===== src/rtl/mem_bist_ctrl.sv =====
// rtl/mem_bist_ctrl.sv - four-phase write/read-compare BIST initiator for a single-port memory
//
// Ports:
//   clk, res        clock, asynchronous active-high reset
//   start           one-cycle test request (honoured in IDLE or DONE only)
//   valid, wr_rd,   memory request side: strobe, 1=write/0=read,
//   addr, wdata     address and write data
//   rdata, ready    memory response side
//   busy, done,     status: test running, test finished (held),
//   pass            no mismatch and no timeout (valid with done)
//   err_cnt         saturating mismatch count
//   first_err_addr  address of first mismatch, 0 if none
//   timeout         test aborted because ready never arrived
module mem_bist_ctrl #(
  parameter int         WIDTH      = 8,
  parameter int         DEPTH      = 32,
  parameter int         ADDR_WIDTH = $clog2(DEPTH),
  parameter logic [7:0] SEED       = 8'hA5,
  parameter int         TIMEOUT    = 15
) (
  input  logic                  clk,
  input  logic                  res,
  input  logic                  start,
  output logic                  valid,
  output logic                  wr_rd,
  output logic [ADDR_WIDTH-1:0] addr,
  output logic [WIDTH-1:0]      wdata,
  input  logic [WIDTH-1:0]      rdata,
  input  logic                  ready,
  output logic                  busy,
  output logic                  done,
  output logic                  pass,
  output logic [ADDR_WIDTH+1:0] err_cnt,
  output logic [ADDR_WIDTH-1:0] first_err_addr,
  output logic                  timeout
);

  localparam int                    ERR_W      = ADDR_WIDTH + 2;
  localparam logic [ADDR_WIDTH-1:0] LAST_ADDR  = ADDR_WIDTH'(DEPTH - 1);
  localparam logic [7:0]            WAIT_LIMIT = 8'(TIMEOUT - 1);
  localparam logic [WIDTH-1:0]      SEED_W     = WIDTH'(SEED);

  typedef enum logic [1:0] {S_IDLE, S_REQ, S_WAIT, S_DONE} state_t;

  state_t                state, state_n;
  logic [1:0]            ph, ph_n;
  logic [7:0]            wcnt, wcnt_n;
  logic                  valid_n, wr_rd_n, busy_n, done_n, pass_n, timeout_n;
  logic [ADDR_WIDTH-1:0] addr_n, ferr_n;
  logic [WIDTH-1:0]      wdata_n, expected;
  logic [ERR_W-1:0]      err_n;
  logic                  issue;

  function automatic logic [WIDTH-1:0] pattern(input logic [ADDR_WIDTH-1:0] a);
    return SEED_W ^ WIDTH'(a);
  endfunction

  always_comb begin
    state_n   = state;
    ph_n      = ph;
    wcnt_n    = wcnt;
    valid_n   = 1'b0;
    wr_rd_n   = wr_rd;
    addr_n    = addr;
    wdata_n   = wdata;
    busy_n    = busy;
    done_n    = done;
    pass_n    = pass;
    err_n     = err_cnt;
    ferr_n    = first_err_addr;
    timeout_n = timeout;
    issue     = 1'b0;
    expected  = (ph == 2'd3) ? ~pattern(addr) : pattern(addr);

    case (state)
      S_IDLE, S_DONE: begin
        // done/pass are registered one cycle after DONE entry so they see the final err_cnt
        if (state == S_DONE) begin
          busy_n = 1'b0;
          done_n = 1'b1;
          pass_n = (err_cnt == '0) && !timeout;
        end
        if (start) begin
          err_n     = '0;
          ferr_n    = '0;
          timeout_n = 1'b0;
          done_n    = 1'b0;
          pass_n    = 1'b0;
          busy_n    = 1'b1;
          ph_n      = 2'd0;
          addr_n    = '0;
          issue     = 1'b1;
          state_n   = S_REQ;
        end
      end

      S_REQ: begin
        wcnt_n  = '0;
        state_n = S_WAIT;
      end

      S_WAIT: begin
        if (ready) begin
          if (ph[0] && (rdata != expected)) begin
            if (err_cnt != '1) err_n = err_cnt + ERR_W'(1);
            if (err_cnt == '0) ferr_n = addr;
          end
          if (addr == LAST_ADDR) begin
            addr_n = '0;
            if (ph == 2'd3) begin
              state_n = S_DONE;
            end else begin
              ph_n    = ph + 2'd1;
              issue   = 1'b1;
              state_n = S_REQ;
            end
          end else begin
            addr_n  = addr + ADDR_WIDTH'(1);
            issue   = 1'b1;
            state_n = S_REQ;
          end
        end else if (wcnt == WAIT_LIMIT) begin
          timeout_n = 1'b1;
          state_n   = S_DONE;
        end else begin
          wcnt_n = wcnt + 8'd1;
        end
      end

      default: state_n = S_IDLE;
    endcase

    // Request outputs are registered, so they are loaded on the edge that enters REQ
    if (issue) begin
      valid_n = 1'b1;
      wr_rd_n = ~ph_n[0];
      case (ph_n)
        2'd0:    wdata_n = pattern(addr_n);
        2'd2:    wdata_n = ~pattern(addr_n);
        default: wdata_n = '0;
      endcase
    end
  end

  always_ff @(posedge clk or posedge res) begin
    if (res) begin
      state          <= S_IDLE;
      ph             <= 2'd0;
      wcnt           <= '0;
      valid          <= 1'b0;
      wr_rd          <= 1'b0;
      addr           <= '0;
      wdata          <= '0;
      busy           <= 1'b0;
      done           <= 1'b0;
      pass           <= 1'b0;
      err_cnt        <= '0;
      first_err_addr <= '0;
      timeout        <= 1'b0;
    end else begin
      state          <= state_n;
      ph             <= ph_n;
      wcnt           <= wcnt_n;
      valid          <= valid_n;
      wr_rd          <= wr_rd_n;
      addr           <= addr_n;
      wdata          <= wdata_n;
      busy           <= busy_n;
      done           <= done_n;
      pass           <= pass_n;
      err_cnt        <= err_n;
      first_err_addr <= ferr_n;
      timeout        <= timeout_n;
    end
  end

endmodule


===== config.mk =====
export PLATFORM = sky130hd
export DESIGN_NAME = mem_bist_ctrl
export DESIGN_NICKNAME = d
export VERILOG_FILES = /design/src/rtl/mem_bist_ctrl.sv
export SDC_FILE = /design/constraint.sdc
export NUM_CORES = 1
export LEC_CHECK = 0
export ABC_AREA = 1
export BUFFER_PORTS_ARGS = -buffer_cell sky130_fd_sc_hd__buf_2
export CAP_MARGIN = 20
export CORE_MARGIN = 1.5
export CORE_UTILIZATION = 58
export CTS_CLUSTER_SIZE = 24
export DETAILED_ROUTE_END_ITERATION = 7
export PLACE_DENSITY = 0.79
export SYNTH_ARGS = -nofsm -noshare
export SYNTH_HDL_FRONTEND = slang
export SYNTH_SLANG_ARGS = --single-unit

===== constraint.sdc =====
create_clock -name clk -period 4.8 [get_ports clk]
set_clock_uncertainty 0.05 [all_clocks]
set_input_delay 0.48 -clock clk [delete_from_list [all_inputs] [get_ports clk]]
set_output_delay 0.48 -clock clk [all_outputs]
set_load 0.1 [all_outputs]

==> run_results.csv, run 1 <==
group,metric,value,unit
routing,num_vias,2309,
finish,final_area,2900,sq um
placed_design,globalplace.congestion,0.866,
status,outcome,"finished, final reports clean",
floorplanning,dieHeight,69.6,microns
finish,layout.nets,415,
worst_setup_path,r2r-end,"wdata[0]$_DFFE_PP0P_",
flow_run,drv_cap,0,
finish,syn_to_final_growth,12.6,%
timing,setup_viol,0,
worst_setup_path,arrival,2.57,ns
global_route,grt_pass1_vias,2160,
routing,drt_iter0_drc,159,
clock_network,holdBufCountCts,0,
logic_synthesis,synth-edff-count,0,
clock_network,h-tree-depth,2,
clock_network,clk_pin_slew_worst_paths,0.08,ns
placed_design,post-dp-hpwl,4010,microns
global_route,grt_pass1_wl,9340,microns
clock_network,clock-sinks,42,
clock_network,clock_latency,0.29,ns
power,ir_drop,314,uV
logic_synthesis,ys_warn_count,0,
floorplanning,start_util,59.6,%
logic_synthesis,synth_area,2580,sq um
global_route,antenna_found_initial,0,
timing,rsz0062_at_grt,"false",
timing,slew_viol_final,0,
worst_setup_path,cp.required,4.94,ns
clock_network,post_cts_buffers,0,
logic_synthesis,yosys-top-cells-area,"dfrtp_1 41%, nand2_1 19%, inv_1 5.2%",
global_route,gr-total-overflow,0,
clock_network,cts-root-buf,"clkbuf_8",
routing,dr.pass1.iters,4,
floorplanning,core_area,4320,sq um
timing,tns,0,ns
routing,post_drt_wl_per_cell,11.8,microns
routing,viasPerCell,5.18,
logic_synthesis,synthArstFlopShare,100,%
finish,antenna_cells,0,
worst_setup_path,r2r_setup_slack,2.38,ns
logic_synthesis,synth_flop_cell,"dfrtp_1",
routing,antenna_left,0,
clock_network,cts_tree,"done",
worst_setup_path,crit_end,"wdata[0]$_DFFE_PP0P_",
logic_synthesis,synth_fp_nets,371,
timing,max_freq,412,MHz
clock_network,cts.repair.resized,0,
logic_synthesis,syn_area_per_cell,7.38,sq um
routing,drc,0,
power,power_density,589,nW/um^2
logic_synthesis,synth_commonest_cells,"132 x nand2_1, 42 x dfrtp_1, 36 x inv_1, 26 x nand3_1, 20 x nor2_1",
clock_network,numCtsBuffers,5,
floorplanning,die_area,4850,sq um
placed_design,io_buffer_count,42,
worst_setup_path,cp-start-kind,"flip-flop",
timing,tightestPinTransition,0.808,ns
global_route,grt.total_usage,23.6,%
worst_setup_path,worstRegToRegCells,8,
logic_synthesis,synth.most_common_cell,"nand2_1",
routing,totalWireLength,5250,microns
logic_synthesis,ys_types,33,
floorplanning,ios,43,
global_route,grt_max_degree,43,
logic_synthesis,synth-seq-cells,42,
timing,final_hold_viol_count,0,
worst_setup_path,cp-end-kind,"flip-flop",
timing,period_minus_slack,2.42,ns
timing,slew_headroom,46.2,%
worst_setup_path,r2r_start,"state[0]$_DFFE_PP0P_",
logic_synthesis,synth_top_area_share,40.8,%
worst_setup_path,startpoint,"state[0]$_DFFE_PP0P_",
floorplanning,fp.dieW,69.6,microns
finish,drive_above_1_share,19.5,%
timing,post-route-period-util,50.5,%
min_path,hold_path_class,"in -> async",
logic_synthesis,synth-seq-area-share,40.8,%
clock_network,clockBufferDepth,2,
worst_setup_path,path_max_fanout,20,
worst_setup_path,worstSetupPathType,"reg -> reg",
placed_design,place_area,2810,sq um
floorplanning,rows,24,
power,power,1.71,mW
logic_synthesis,synth_top_cell_by_area,"dfrtp_1",
logic_synthesis,syn_inst,349,
power,p_leak,1.65,nW
## registers in the layout (all words and copies together) (netlist names), 2 cells and up
signal          count
wcnt                8
err_cnt             7
wdata               7
addr                5
first_err_addr      5
ph                  2
state               2
## worst max-delay path, stage by stage, from the launching register on
cell	delay (ns)
dfrtp_1	0.43
inv_1	0.08
ha_1	0.68
inv_1	0.40
nand2_1	0.23
nand2_4	0.11
or2_0	0.23
nand3_1	0.07
nand2_1	0.05
## power breakdown
| part | switching [mW] | total, mW | internal [mW] |
|---|---|---|---|
| clock | 0.124 | 0.226 | 0.102 |
| sequential | 0.0580 | 0.483 | 0.425 |
| combinational | 0.822 | 0.998 | 0.176 |
| total | 1.00 | 1.71 | 0.704 |
## cell usage in the layout, fill, tap and decap left out, types with 7 or more instances in the layout
master,n
nand2_1,132
nor2_1,20
a21oi_1,7
inv_1,36
o21ai_0,15
buf_2,42
dfrtp_1,42
nand3_1,26
ha_1,10
xor2_1,7
inv_2,7
## metal layers
metal	wire [microns]	global-route usage, %	share of wire (%)	up-vias
li1	-	-	-	1181
met1	2340	30.2	44	1069
met2	2650	42.0	50	52
met3	214	4.22	4.1	7
met4	51	5.13	0.97	0
met5	0	0	0	-
## through the flow
stage | instances | setup slack [ns] | hold slack [ns] | util (%)
3_3_place_gp | 438 | 2.53 | 0.401 | 65.0
6_report | 446 | 2.38 | 0.249 | 67.1
5_1_grt | 446 | 2.17 | 0.298 | 67.1
4_1_cts | 446 | 2.41 | 0.270 | 67.1
3_5_place_dp | 438 | 2.42 | 0.404 | 65.0
2_1_floorplan | 349 | 2.33 | 0.442 | -
## final cells by class
type                            instances  area [sq um]
Timing Repair Buffer                   43           218
Tap cell                               52          65.1
Sequential cell                        42          1050
Inverter                               44           165
Clock inverter                          3          21.3
Fill cell                             372          1420
Multi-Input combinational cell        257          1310
Clock buffer                            5          68.8
## how the worst min path moves through the flow
| stage | start | end | depth (start not counted) |
|---|---|---|---|
| finish | res | state[1]$_DFFE_PP0P_ | 3 |
| global route | res | err_cnt[1]$_DFFE_PP0P_ | 3 |
| CTS | res | wcnt[3]$_DFFE_PP0P_ | 3 |
| detailed placement | first_err_addr[1]$_DFFE_PP0P_ | first_err_addr[1]$_DFFE_PP0P_ | 2 |
| global placement | first_err_addr[1]$_DFFE_PP0P_ | first_err_addr[1]$_DFFE_PP0P_ | 2 |
| floorplan | wcnt[7]$_DFFE_PP0P_ | wcnt[7]$_DFFE_PP0P_ | 2 |
## cells by family (layout without fill, tap and decap cells)
family	Yosys count	in the layout	synth area share [%]
adder cells (fa/ha/maj)	10	10	4.86
AO/OA/AOI/OAI	34	34	8.69
flip-flops	42	42	40.8
buffers and inverters	50	95	8.26
AND/OR/NAND/NOR	204	204	34.3
XOR/XNOR	9	9	3.06
No activity file was read; power rests on OpenSTA's default activity.
==> inputs of run 2 (changes only) <==
Settings changed: CORE_UTILIZATION 58 to 56, PLACE_DENSITY 0.79 to 0.76.
Clock period 4.8 ns to 2.3 ns, I/O delays scaled along.
==> run 2 against run 1 <==
  * Cell count increased by 0.67%
  * Sequential share of layout area is 0.48 points lower
  * The flow now finishes with violations (negative hold slack)
  * Critical path depth is 5 higher
  * Flip-flop and latch count is the same
  * Die area is 3.4% higher
  * Worst setup slack lost 2.1 ns
  * Power grew 120%
  * Clock power grew to 2.7 times the previous value
  * Via count increased by 1.8%
  * Hold slack got worse by 0.25 ns
  * Register-to-register slack worse by 2.1 ns
  * Highest routed layer unchanged
==> run_results.csv, run 2 (synthesized netlist as in run 1, its figures left out) <==
group,metric,value,unit
global_route,antenna_found_initial,0,
finish,final_cell_mix,"132 x nand2_1, 42 x buf_2, 37 x dfrtp_1",
finish,top_register,"wcnt",
worst_setup_path,cp.buffers_inverters,2,
global_route,grt.total_usage,24.4,%
worst_setup_path,crit_family,"simple AND/OR/NAND/NOR gates",
timing,final_hold_viol_count,2,
clock_network,clockBufferDepth,2,
timing,slew_viol_final,0,
timing,tightestPinTransition,0.540,ns
worst_setup_path,cp.required,2.45,ns
finish,layout_commonest_cell,"nand2_1",
floorplanning,start_util,58.8,%
clock_network,cts-root-buf,"clkbuf_8",
placed_design,io_buffer_count,42,
timing,tns,0,ns
worst_setup_path,path_max_fanout,8,
floorplanning,fp.dieW,70.8,microns
clock_network,post_cts_buffers,0,
clock_network,clk_pin_slew_worst_paths,0.09,ns
flow_run,drv_cap,0,
routing,drc,0,
finish,largest_reg_flops,8,
min_path,hold_path_class,"in -> async",
clock_network,clock-sinks,42,
placed_design,globalplace.congestion,1.01,
placed_design,place_area,2840,sq um
power,p_leak,1.67,nW
global_route,gr-total-overflow,0,
finish,antenna_cells,0,
power,ir_drop,787,uV
timing,period_minus_slack,1.99,ns
timing,slew_headroom,64.0,%
routing,drt_iter0_drc,129,
worst_setup_path,cpPeakStageDelay,0.47,ns
clock_network,clock_latency,0.30,ns
timing,hold_ws,-0.00459,ns
worst_setup_path,worstSetupPathType,"reg -> reg",
finish,drive_above_1_share,21.4,%
timing,rsz0062_at_grt,"false",
floorplanning,dieHeight,70.8,microns
floorplanning,ios,43,
routing,antenna_left,0,
timing,max_freq,502,MHz
placed_design,post-dp-hpwl,4290,microns
clock_network,cts.repair.resized,0,
status,outcome,"finished, violations left",
clock_network,cts_tree,"done",
global_route,grt_pass1_wl,9850,microns
worst_setup_path,arrival,2.14,ns
worst_setup_path,cp-end-kind,"flip-flop",
worst_setup_path,cp-start-kind,"flip-flop",
finish,final_area,2960,sq um
finish,reg_top3,"wcnt x8, err_cnt x7, wdata x7",
worst_setup_path,path_cells,"ha_1, nand2_1, nor2_1, ha_1, nand2_2, clkinv_1, nand2_2, o21bai_4, nand2_4, inv_2, or2_1, nand3_1, nand2_1",
floorplanning,core_area,4380,sq um
finish,fin_cells,449,
timing,setup_viol,0,
global_route,grt_pass1_vias,2255,
global_route,grt_max_degree,43,
finish,layout.nets,418,
finish,syn_to_final_growth,14.8,%
routing,num_vias,2350,
clock_network,h-tree-depth,2,
clock_network,holdBufCountCts,0,
timing,post-route-period-util,86.6,%
floorplanning,die_area,5020,sq um
routing,totalWireLength,5710,microns
routing,dr.pass1.iters,4,
clock_network,numCtsBuffers,5,
placed_design,dp_cells,441,
floorplanning,rows,24,
routing,viasPerCell,5.23,
worst_setup_path,slowest_stage,"dfrtp_2",
power,power_density,1270,nW/um^2
status,violations,"negative hold slack",
routing,post_drt_wl_per_cell,12.7,microns
-- run 2: cell types whose count changed in the layout (fill, tap and decap cells not counted), sizes merged --
cell    delta
inv        +1
bufinv     +1
buf        +3
clkinv     -2
-- run 2: report_power, final --
part,internal (mW),switching (mW)
clock network,0.331,0.285
logic,0.398,1.74
registers,0.891,0.117
total,1.62,2.15
-- run 2: path summary, 6_finish.rpt --
| check | from | endpoint | cells past startpoint | slack, ns |
|---|---|---|---|---|
| min in group clk | start | pass$_DFFE_PP0P_ | 2 | 0.12 |
| max reg2reg | addr[1]$_DFF_PP0_ | wdata[4]$_DFFE_PP0P_ | 13 | 0.31 |
| max in group asynchronous | res | addr[0]$_DFF_PP0_ | 3 | 1.80 |
| min | res | wcnt[3]$_DFFE_PP0P_ | 3 | -0.005 |
| max | addr[1]$_DFF_PP0_ | wdata[4]$_DFFE_PP0P_ | 13 | 0.31 |
| min reg2reg | first_err_addr[1]$_DFFE_PP0P_ | first_err_addr[1]$_DFFE_PP0P_ | 2 | 0.42 |
-- run 2: area by class of cell --
cell class,count,area (sq um)
repair buffers,46,240
well taps,52,65.1
multi-input cells,257,1310
inverters,44,165
clock inverters,3,48.8
clock buffers,5,68.8
flip-flops and latches,42,1060
fillers,388,1430
-- run 2: per-layer routing --
metal | vias up | global-route usage (%) | wire, microns
met5 | - | 0 | 0
met4 | 0 | 8.81 | 112
met3 | 11 | 3.99 | 219
met2 | 61 | 42.5 | 2900
met1 | 1084 | 30.8 | 2480
li1 | 1194 | - | -
-- run 2: per-stage QoR --
stage / setup WS [ns] / utilization [%] / hold slack [ns] / power (mW)
after floorplan: 0.00101 / - / 0.278 / 2.79
after global placement: 0.346 / 64.8 / 0.340 / 3.13
after detailed placement: 0.310 / 64.8 / 0.345 / 3.16
after CTS: 0.298 / 67.5 / 0.0120 / 3.78
after global routing: 0.0769 / 67.5 / 0.0427 / 3.99
final: 0.308 / 67.5 / -0.00459 / 3.77
-- run 2: worst register-to-register path, cell delays in order, from the launching register on --
cell and delay [ns]:
dfrtp_2 0.47, ha_1 0.23, nand2_1 0.07, nor2_1 0.04
ha_1 0.21, nand2_2 0.09, clkinv_1 0.09, nand2_2 0.09
o21bai_4 0.07, nand2_4 0.10, inv_2 0.07, or2_1 0.20
nand3_1 0.06, nand2_1 0.05
==> inputs of run 3 (changes only) <==
Settings changed: CORE_UTILIZATION 56 to 58, CTS_BUF_LIST from default to sky130_fd_sc_hd__clkbuf_8, PLACE_DENSITY 0.76 to 0.79, REMOVE_ABC_BUFFERS from default to 1.
==> run 3 against run 2 <==
  * The run now ends clean
  * Hold slack gained 0.0069 ns
  * Count of clock-buffer cells in the layout grew 1
  * Final area grew 0.21%
  * Routed wire length shrank 3.4%
  * First-iteration DRC count shrank 20%
  * Power fell by 0.15%
  * Utilization increased by 1.1 points
  * Sequential share of layout area decreased by 0.29 points
  * Die area down 3.3%
  * Via count shrank 1.1%
  * Critical path type unchanged
  * Largest power group unchanged
  * Highest routed layer unchanged
==> run_results.csv, run 3 (synthesized netlist as in run 1, its figures left out) <==
group,metric,value,unit
clock_network,post_cts_buffers,0,
worst_setup_path,path_max_fanout,8,
timing,final_hold_viol_count,0,
floorplanning,core_area,4320,sq um
timing,setup_viol,0,
clock_network,clock_latency,0.30,ns
finish,fill_cells,378,
placed_design,post-dp-hpwl,4060,microns
finish,drive_above_1_share,20.6,%
worst_setup_path,arrival,2.26,ns
finish,antenna_cells,0,
clock_network,cts_tree,"done",
worst_setup_path,cp-end-kind,"flip-flop",
timing,max_freq,480,MHz
timing,slew_viol_final,0,
worst_setup_path,cp-start-kind,"flip-flop",
routing,drc,0,
floorplanning,start_util,59.6,%
flow_run,drv_cap,0,
timing,post-route-period-util,90.7,%
power,pwr-share-comb,57.0,%
worst_setup_path,cp.required,2.48,ns
placed_design,io_buffer_count,42,
clock_network,cts-root-buf,"clkbuf_8",
routing,drt_iter0_drc,103,
finish,fin_cells,450,
finish,final_cell_mix,"132 x nand2_1, 42 x dfrtp_1, 42 x buf_2",
placed_design,dp_cells,443,
clock_network,cts.repair.resized,0,
timing,tightestPinTransition,0.515,ns
finish,top_register,"wcnt",
finish,seqCellArea,1050,sq um
clock_network,holdBufCountCts,0,
floorplanning,die_area,4850,sq um
worst_setup_path,worstSetupPathType,"reg -> reg",
timing,tns,0,ns
floorplanning,rows,24,
timing,rsz0062_at_grt,"false",
power,p_int,1.65,mW
global_route,grt_pass1_wl,9650,microns
timing,slew_headroom,65.7,%
global_route,grt_max_degree,43,
global_route,antenna_found_initial,0,
routing,dr.pass1.iters,4,
finish,multi_input_area,1320,sq um
clock_network,clockBufferDepth,2,
routing,post_drt_wl_per_cell,12.2,microns
min_path,hold_path_class,"in -> async",
power,p_sw_share,56.2,%
clock_network,numCtsBuffers,5,
clock_network,h-tree-depth,2,
routing,antenna_left,0,
floorplanning,ios,43,
global_route,grt.total_usage,24.3,%
power,p_leak,1.69,nW
finish,syn_to_final_growth,15.1,%
floorplanning,fp.dieW,69.6,microns
finish,reg_top3,"wcnt x8, err_cnt x7, wdata x7",
global_route,gr-total-overflow,0,
power,p_sw,2.11,mW
placed_design,globalplace.congestion,0.885,
power,pwr-share-seq,27.1,%
clock_network,clk_pin_slew_worst_paths,0.08,ns
finish,layout_commonest_cell,"nand2_1",
routing,viasPerCell,5.17,
timing,period_minus_slack,2.09,ns
clock_network,clock-sinks,42,
finish,largest_reg_flops,8,
finish,fin_util,68.5,%
status,outcome,"finished, final reports clean",
global_route,grt_pass1_vias,2250,
routing,num_vias,2325,
power,power_density,1270,nW/um^2
finish,layout.nets,420,
routing,totalWireLength,5510,microns
power,clkPwrFrac,15.9,%
floorplanning,dieHeight,69.6,microns
power,ir_drop,1150,uV
power,power,3.76,mW
## run 3: cell types whose count changed in the layout (fill, tap and decap cells not counted)
| cell | previous run | this run |
|---|---|---|
| dfrtp_1 | 37 | 42 |
| dfrtp_2 | 5 | 0 |
| buf_4 | 4 | 6 |
| clkbuf_8 | 5 | 6 |
| clkinvlp_4 | 1 | 0 |
| ha_1 | 10 | 9 |
| ha_2 | 0 | 1 |
| inv_8 | 1 | 0 |
## run 3: worst paths after layout
kind / to / slack (ns) / depth (start not counted) / startpoint
max in group asynchronous: pass$_DFFE_PP0P_ / 1.85 / 3 / res
setup / recovery: wdata[5]$_DFFE_PP0P_ / 0.21 / 12 / addr[1]$_DFF_PP0_
min in group clk: pass$_DFFE_PP0P_ / 0.13 / 2 / start
setup reg to reg: wdata[5]$_DFFE_PP0P_ / 0.21 / 12 / addr[1]$_DFF_PP0_
hold reg to reg: first_err_addr[3]$_DFFE_PP0P_ / 0.42 / 2 / first_err_addr[3]$_DFFE_PP0P_
hold / removal: state[1]$_DFFE_PP0P_ / 0.002 / 3 / res
## run 3: routing by layer
| layer | part of all wire [%] | vias to the layer above | track usage [%] |
|---|---|---|---|
| met5 | 0 | - | 0 |
| met4 | 1.1 | 0 | 8.33 |
| met3 | 3.3 | 7 | 4.51 |
| met2 | 49 | 42 | 41.0 |
| met1 | 47 | 1076 | 31.7 |
| li1 | - | 1200 | - |
## run 3: power by group through the flow
stage / logic (mW) / clock network, mW / registers, mW
after detailed placement: 2.13 / 0 / 1.03
after CTS: 2.14 / 0.610 / 1.02
after floorplan: 0.775 / 0 / 1.96
final: 2.14 / 0.599 / 1.02
after global placement: 2.11 / 0 / 1.02
after global routing: 2.30 / 0.636 / 1.04
## run 3: cell type report
class                           instances  area share (%)
Clock buffer                            6            2.79
Clock inverter                          1            1.01
Inverter                               44            5.57
Multi-Input combinational cell        257            44.4
Sequential cell                        42            35.5
Tap cell                               52            2.20
Timing Repair Buffer                   48            8.61
## run 3: metrics by stage
stage / worst slack [ns] / area (sq um) / hold WS (ns)
after global placement: 0.304 / 2850 / 0.333
after CTS: 0.229 / 2960 / 0.0217
final: 0.215 / 2960 / 0.00227
after detailed placement: 0.270 / 2850 / 0.343
after floorplan: -0.216 / 2530 / 0.278
after global routing: 0.0586 / 2960 / 0.0766
## run 3: worst max-delay path, stage by stage (launching register included)
cell and delay, ns:
dfrtp_1 0.53, ha_1 0.23, nand2_1 0.05, nor2_1 0.11
ha_1 0.20, nand2_2 0.08, clkinv_1 0.07, nand2_2 0.06
nor2_1 0.13, o21ai_2 0.11, nor2_4 0.21, inv_2 0.08
o21ai_2 0.11
